File: config.mk
export PLATFORM = sky130hd
export DESIGN_NAME = hamm_frame_acc_flat
export DESIGN_NICKNAME = d
export VERILOG_FILES = /design/src/rtl/hamm_frame_acc_if.sv /design/src/rtl/hamm_frame_acc.sv /design/src/flat_wrapper.sv
export SDC_FILE = /design/constraint.sdc
export NUM_CORES = 1
export LEC_CHECK = 0
export ABC_AREA = 0
export CAP_MARGIN = 20
export CORE_MARGIN = 5
export CORE_UTILIZATION = 39
export DETAILED_ROUTE_END_ITERATION = 6
export GPL_TIMING_DRIVEN = 0
export HOLD_SLACK_MARGIN = 0.08
export PLACE_DENSITY = 0.85
export RECOVER_POWER = 100
export SYNTH_ARGS = -nofsm -noshare
export SYNTH_HDL_FRONTEND = slang
export SYNTH_SLANG_ARGS = --single-unit
File: constraint.sdc
create_clock -name clk -period 2 [get_ports clk]
set_input_delay 0.2 -clock clk [delete_from_list [all_inputs] [get_ports clk]]
set_output_delay 0.2 -clock clk [all_outputs]
set_load 0.02 [all_outputs]
File: src/rtl/hamm_frame_acc_if.sv
// Handshake bundle for hamm_frame_acc: popcount weight input stream plus frame result output.
// master = the environment (upstream source and downstream sink), slave = the accumulator.
interface hamm_frame_acc_if #(
    parameter int FRAME_LEN = 16
);
    localparam int SUM_W = 6 + $clog2(FRAME_LEN);

    logic             in_valid;
    logic             in_ready;
    logic [31:0]      in_weight;
    logic             out_valid;
    logic             out_ready;
    logic [SUM_W-1:0] out_sum;
    logic [5:0]       out_max;
    logic [5:0]       out_min;
    logic             out_err;

    modport master (
        output in_valid, in_weight, out_ready,
        input  in_ready, out_valid, out_sum, out_max, out_min, out_err
    );

    modport slave (
        input  in_valid, in_weight, out_ready,
        output in_ready, out_valid, out_sum, out_max, out_min, out_err
    );
endinterface

File: src/rtl/hamm_frame_acc.sv
// Frame accumulator for popcount weights: sums FRAME_LEN clamped weights and holds one result per frame.
// Define HAMM_FRAME_MINMAX_EN to build the per-frame max/min trackers; otherwise out_max/out_min read 0.
module hamm_frame_acc #(
    parameter int FRAME_LEN = 16
) (
    input logic            clk,
    input logic            rst,
    hamm_frame_acc_if.slave bus
);
    localparam int SUM_W = 6 + $clog2(FRAME_LEN);
    localparam int CNT_W = $clog2(FRAME_LEN) + 1;

    typedef enum logic {ACCUM, HOLD} state_t;

    state_t           state;
    state_t           state_next;
    logic             accept;
    logic             handshake;
    logic             last;
    logic             over;
    logic [5:0]       w;
    logic [CNT_W-1:0] count;
    logic [SUM_W-1:0] sum;
    logic [SUM_W-1:0] sum_next;
    logic [SUM_W-1:0] out_sum_r;
    logic             err;
    logic             out_err_r;
    logic             unused_bits;

    // Upper bus bits come from the wide popcount output and can never matter here.
    assign unused_bits = ^bus.in_weight[31:6];

    assign over     = bus.in_weight[5:0] > 6'd32;
    assign w        = over ? 6'd32 : bus.in_weight[5:0];
    assign last     = count == CNT_W'(FRAME_LEN - 1);
    assign sum_next = sum + SUM_W'(w);

    always_ff @(posedge clk) begin
        if (rst) state <= ACCUM;
        else     state <= state_next;
    end

    always_comb begin
        state_next = state;
        accept     = 1'b0;
        handshake  = 1'b0;
        case (state)
            ACCUM: begin
                accept = bus.in_valid;
                if (accept && last) state_next = HOLD;
            end
            HOLD: begin
                handshake = bus.out_ready;
                if (handshake) state_next = ACCUM;
            end
            default: state_next = ACCUM;
        endcase
    end

    assign bus.in_ready  = (state == ACCUM);
    assign bus.out_valid = (state == HOLD);
    assign bus.out_sum   = out_sum_r;
    assign bus.out_err   = out_err_r;

    // Accumulators clear on the output handshake; out_* capture on the frame's final accept.
    always_ff @(posedge clk) begin
        if (rst) begin
            count     <= '0;
            sum       <= '0;
            err       <= 1'b0;
            out_sum_r <= '0;
            out_err_r <= 1'b0;
        end else if (handshake) begin
            count <= '0;
            sum   <= '0;
            err   <= 1'b0;
        end else if (accept) begin
            count <= count + 1'b1;
            sum   <= sum_next;
            err   <= err | over;
            if (last) begin
                out_sum_r <= sum_next;
                out_err_r <= err | over;
            end
        end
    end

`ifdef HAMM_FRAME_MINMAX_EN
    logic [5:0] max_r;
    logic [5:0] min_r;
    logic [5:0] max_next;
    logic [5:0] min_next;
    logic [5:0] out_max_r;
    logic [5:0] out_min_r;

    assign max_next    = (w > max_r) ? w : max_r;
    assign min_next    = (w < min_r) ? w : min_r;
    assign bus.out_max = out_max_r;
    assign bus.out_min = out_min_r;

    always_ff @(posedge clk) begin
        if (rst) begin
            max_r     <= 6'd0;
            min_r     <= 6'd32;
            out_max_r <= 6'd0;
            out_min_r <= 6'd32;
        end else if (handshake) begin
            max_r <= 6'd0;
            min_r <= 6'd32;
        end else if (accept) begin
            max_r <= max_next;
            min_r <= min_next;
            if (last) begin
                out_max_r <= max_next;
                out_min_r <= min_next;
            end
        end
    end
`else
    assign bus.out_max = 6'd0;
    assign bus.out_min = 6'd0;
`endif
endmodule

File: src/flat_wrapper.sv
// flat-port wrapper written by rule: the top's interface ports become plain ports
module hamm_frame_acc_flat 
#(
    parameter int FRAME_LEN = 16
)
  (clk, rst, bus_in_valid, bus_in_weight, bus_out_ready, bus_in_ready, bus_out_valid, bus_out_sum, bus_out_max, bus_out_min, bus_out_err);
  hamm_frame_acc_if #(.FRAME_LEN(FRAME_LEN)) bus_i ();
  input logic clk;
  input logic rst;
  input wire logic [$bits(bus_i.in_valid)-1:0] bus_in_valid;
  input wire logic [$bits(bus_i.in_weight)-1:0] bus_in_weight;
  input wire logic [$bits(bus_i.out_ready)-1:0] bus_out_ready;
  output wire logic [$bits(bus_i.in_ready)-1:0] bus_in_ready;
  output wire logic [$bits(bus_i.out_valid)-1:0] bus_out_valid;
  output wire logic [$bits(bus_i.out_sum)-1:0] bus_out_sum;
  output wire logic [$bits(bus_i.out_max)-1:0] bus_out_max;
  output wire logic [$bits(bus_i.out_min)-1:0] bus_out_min;
  output wire logic [$bits(bus_i.out_err)-1:0] bus_out_err;
  assign bus_i.in_valid = bus_in_valid;
  assign bus_i.in_weight = bus_in_weight;
  assign bus_i.out_ready = bus_out_ready;
  assign bus_in_ready = bus_i.in_ready;
  assign bus_out_valid = bus_i.out_valid;
  assign bus_out_sum = bus_i.out_sum;
  assign bus_out_max = bus_i.out_max;
  assign bus_out_min = bus_i.out_min;
  assign bus_out_err = bus_i.out_err;
  hamm_frame_acc #(.FRAME_LEN(FRAME_LEN)) u_core (.clk(clk), .rst(rst), .bus(bus_i));
endmodule
# Yosys cells after proc, flatten, opt, wreduce, memory -nomap -nowiden
# Cells that the tools add are included.
[word_totals]
output_inout_bits = 25
in_bits = 36
regBits = 28
elab_cells = 22
[op_classes]
order_cmp = 1
bitwise_logic = 3
add_sub_neg = 2
n_reduce_logical = 3
n_mux = 6
eq_ne = 1
[ops]
columns = ["operator", "count"]
rows = [
  ["$add 10x6->10", 1],
  ["$gt 6x6->1 const B", 1],
  ["$mux 6", 1],
  ["$add 5x1->5 const B", 1],
  ["$eq 5x4->1 const B", 1],
  ["$mux 1", 4],
  ["$reduce_and 3->1", 1],
  ["$not 1->1", 2],
  ["$pmux 1 s2", 1],
  ["$reduce_or 2->1", 1],
  ["$logic_and 1x1->1", 1],
  ["$or 1x1->1", 1],
]

# Longest topological paths before layout
[logic_depth]
depth_word = 4
depth_mapped = 9
mapped_depth_nobuf = 9

# Worst setup path after synthesis
# No wires, ideal clock.
[synth_timing]
path_kind = "input-to-reg"
start = "input port bus_in_weight[0]"
end = "register u_core.sum[8]"
setup_slack_ns = 0.113
n_path_buf = 0
t_arrival_ns = 1.770
setup_time_ns = 0.117
path_stages = 9
required_time_ns = 1.883
path_cell_list = "nor2b_1 > ha_1 > inv_1 > fa_1 > and2b_1 > o31ai_1 > a2111oi_2 > xnor2_1 > nor2_1"
[synth_via]
elab_chain_len = 3
[synth_rtl]
columns = ["item", "line_no", "source"]
rows = [
  ["start, declared", "flat_wrapper.sv:11", "input wire logic [$bits(bus_i.in_weight)-1:0] bus_in_weight;"],
  ["$gt 6x6->1", "hamm_frame_acc.sv:33", "assign over = bus.in_weight[5:0] > 6'd32;"],
  ["$mux 6 *", "hamm_frame_acc.sv:34", "assign w = over ? 6'd32 : bus.in_weight[5:0];"],
  ["$add 10x6->10 *", "hamm_frame_acc.sv:36", "assign sum_next = sum + SUM_W'(w);"],
  ["end signal, assigned", "hamm_frame_acc.sv:79", "sum <= sum_next;"],
  ["end, declared", "hamm_frame_acc.sv:23", "logic [SUM_W-1:0] sum;"],
]
# Mark *: on every way between the ends. The rest lies on a longest branch, timed or not.
# A chain may end at the register's enable or synchronous reset.

# Final worst setup path
[layout_timing]
start = "register u_core.sum[0]"
end = "register u_core.out_sum_r[6], in the netlist u_core.bus.out_sum[6]"
[layout_via]
elab_chain_len = 1
[layout_rtl]
columns = ["item", "line_no", "source"]
rows = [
  ["$add 10x6->10", "hamm_frame_acc.sv:36", ""],
  ["end signal, assigned", "hamm_frame_acc.sv:82", "out_sum_r <= sum_next;"],
  ["end, declared", "hamm_frame_acc.sv:25", "logic [SUM_W-1:0] out_sum_r;"],
]
# No other way between the ends.

==> metrics.md <==
| Metric | Value |
|---|---|
| Power share of the sequential group | a little under half |
| CTS tree | built |
| Initial antenna violation count | 0 |
| Rel. slew slack | 50.2% |
| Worst-Margin Slew | 0.744 ns |
| Setup ws final | 0.0195 ns |
| Fin. max-slew vios | 0 |
| TritonRoute pass-1 iters | 4 |
| Hpwl dp | 2.49 mm |
| Switch share | 25.3% |
| Leakage | 0.000825 uW |
| CTS sink count | 28 |
| Vias | 1341 |
| Setup Skew | 0.00895 ns |
| Routed wire length | 3.43 mm |
| Startpoint Class | flip-flop |
| Layout area overhead | 30.5% |
| YS warnings | 0 |
| Synth async-reset ratio | 0% |
| Place WS | -0.652 ns |
| Placed cell count | 265 |
| Final Hold Fails | 0 |
| Num ports | 61 |
| Net switching power | 316 uW |
| Final net count | approximately 270 |
| Largest net degree at the start of global routing | 17 |
| Sequential fraction of the synthesis area | 36.3% |
| Pwr dens | roughly 620 nW/um2 |
| HP Class | primary input to flip-flop |
| Synth top area share | roughly 36% |
| FMAX | 0.505 GHz |
| Initial Util | 41.3% |
| Multi-input logic area | 946 um2 |
| Clock latency on the worst-skew pair | approximately 0.28 ns |
| Critical path class | flip-flop to flip-flop |
| Bufs on Longest Clock Path | 2 |
| Clock tree root driver cell | clkbuf_8 |
| Top post-synthesis cells by area | dfxtp_1 (36%), nand2_1 (7.3%), ha_1 (6.5%) |
| Synth unique cells | 39 |
| Period minus WS final | 1.98 ns |
| Post-synth EDFFs | 0 |
| Tot Pwr | 1250 uW |
| # port buffers | 21 |
| Seq cells post-synth | 28 |
| Syn avg cell area | 8.35 um2 |
| 1st-iter DRT viols | 84 |
| TNS Setup | 0 ns |
| # setup viols final | 0 |
| H-tree depth | 1 |
| Non-Filler Instances | 273 |
| Chip width | 72.9 um |
| # rows | 22 |
| Wirelength per Cell | around 13 um |
| First-pass GRT wire length | 5.49 mm |
| Core area | 3740 um2 |
| All-Layer GR Usage | 13.2% |
| Gr ovfl total | 0 |
| Synth Cell Area | approximately 1500 um2 |
| # hold bufs at CTS | 0 |
| Die area | ~5300 um2 |
| Vias in the first global route | around 1200 |
| Share of cells above drive strength 1 | 17.3% |
| Die H | approximately 73 um |
| Reg clk slew, reported paths | around 0.1 ns |
| Ys flop type | dfxtp_1 |
| Fin util | 53.9% |
| DRT antenna net count | 0 |
| Largest vdd supply drop | 0.248 mV |
| RePlAce Congestion | ~0.9 |
| Combinational cell fraction of total power | 17.4% |
| FF+latch area | 562 um2 |
| Diode count | 0 |
| Status | completed |
| P_int | 933 uW |
| Critical path arrival | 2.20 ns |
| # fillers | 361 |
| Unrepaired setup endpoints after global routing | yes |
| DRC | 0 |
| Mapped Cells | roughly 190 |
| Clock share of power | ~36% |
| Total CTS buffers | 3 |
| Max-capacitance violation count | 0 |
| Via/cell ratio | 4.91 |
| CP required | 2.22 ns |
| Largest fanout on the critical path | 3 |
| Cell taking the most area after synthesis | dfxtp_1 |
| Setup crit end kind | flip-flop |
| Crit share post-route | 99.0% |
## state kept, by name (all words and copies together), names as in the netlist
| name | count |
|---|---|
| u_core.err | 1 |
| u_core.sum | 10 |
| u_core.bus.out_err | 1 |
| u_core.count | 5 |
| u_core.bus.out_sum | 10 |
| u_core.bus.out_valid | 1 |
## critical path, stage by stage, from the launching register on
cell,delay (ns)
dfxtp_2,0.37
ha_4,0.15
inv_2,0.04
fa_2,0.35
and2b_2,0.26
o31a_1,0.17
o21ai_1,0.10
or4_1,0.40
nand3_1,0.10
## layout by cell type, fill, tap and decap left out, types with 2 or more instances in the layout
cell type         n
nand3_1           2
clkbuf_1          4
o21a_1            2
or4_1             2
dfxtp_1          27
a21oi_1          19
nor2b_4           2
nor3_1            2
inv_1             6
buf_2             2
xor2_1            3
conb_1           12
a211oi_1          5
clkdlybuf4s50_1   4
o21ai_0           6
nand2_1          30
clkbuf_8          3
nor2_1           15
nor2b_1           4
xnor2_1          10
buf_4            16
ha_1              7
dlygate4sd3_1    14
## power groups by stage
stage               logic, uW  clock network (uW)  registers [uW]
floorplan                 150                   0             595
global placement          190                   0             597
finish                    218                 445             586
global route              238                 477             588
CTS                       203                 454             586
detailed placement        194                   0             598
## per-stage QoR
| stage | instance area [um2] | hold WS (ns) |
|---|---|---|
| after detailed placement | 1860 | 0.447 |
| after global placement | 1860 | 0.442 |
| after floorplan | 1590 | 0.382 |
| after CTS | 1980 | 0.316 |
| after global routing | 2020 | 0.351 |
| final | 2020 | 0.327 |
## metal layers
metal / part of all wire (%) / GRT usage, % / wire [um] / vias to the layer above
met4: 2.7 / 5.94 / 91 / 0
met1: 47 / 16.9 / 1610 / 608
met5: 0 / 0 / 0 / -
met2: 44 / 21.0 / 1520 / 42
li1: - / - / - / 681
met3: 6.2 / 3.03 / 214 / 10
## final timing paths
check                           slack (ns)             startpoint               endpoint  cells past startpoint
worst max register to register        0.02          u_core.sum[0]  u_core.bus.out_sum[6]                      8
worst min-delay path                  0.33                    rst  u_core.bus.out_sum[4]                      2
worst max-delay path                  0.02          u_core.sum[0]  u_core.bus.out_sum[6]                      8
worst min register to register        0.46  u_core.bus.out_sum[4]  u_core.bus.out_sum[4]                      2
## logic make-up (layout without fill, tap and decap cells)
family          Yosys count  count (layout)  synth area share (%)
simple gates             68              68                  21.9
compound gates           41              41                  17.2
flops                    28              28                  36.3
buf+inv                  25              54                  9.23
xor+xnor                 13              13                  7.37
fa+ha+maj                 9               9                  7.77
other cells               1              12                 0.243
## layout make-up
cell class	instances	area share, %
multi-input cells	143	46.9
flip-flops and latches	28	27.9
repair buffers	25	11.7
plain buffers	18	5.71
well taps	48	2.98
clock buffers	3	2.05
clock inverters	1	1.49
inverters	7	1.30
## synth_stat cells, types with 2 or more instances
cell	n
xor2_1	3
inv_1	7
o21ai_0	7
clkbuf_1	2
nand3_1	2
nor3_1	2
o21a_1	2
nand2_1	30
xnor2_1	10
dfxtp_1	28
nor2b_1	6
a211oi_1	6
a21oi_1	19
nor2_1	15
ha_1	8
buf_4	12
or4_1	2
buf_2	3
## what timing repair did
item,4_1_cts,5_1_grt
endpoints found under the setup margin,10,11
pin swaps,7,5
gates resized for setup,17,5
hold endpoints to repair,0,0
buffers inserted,2,2
Note: power is estimated with default switching activity, not from simulation.
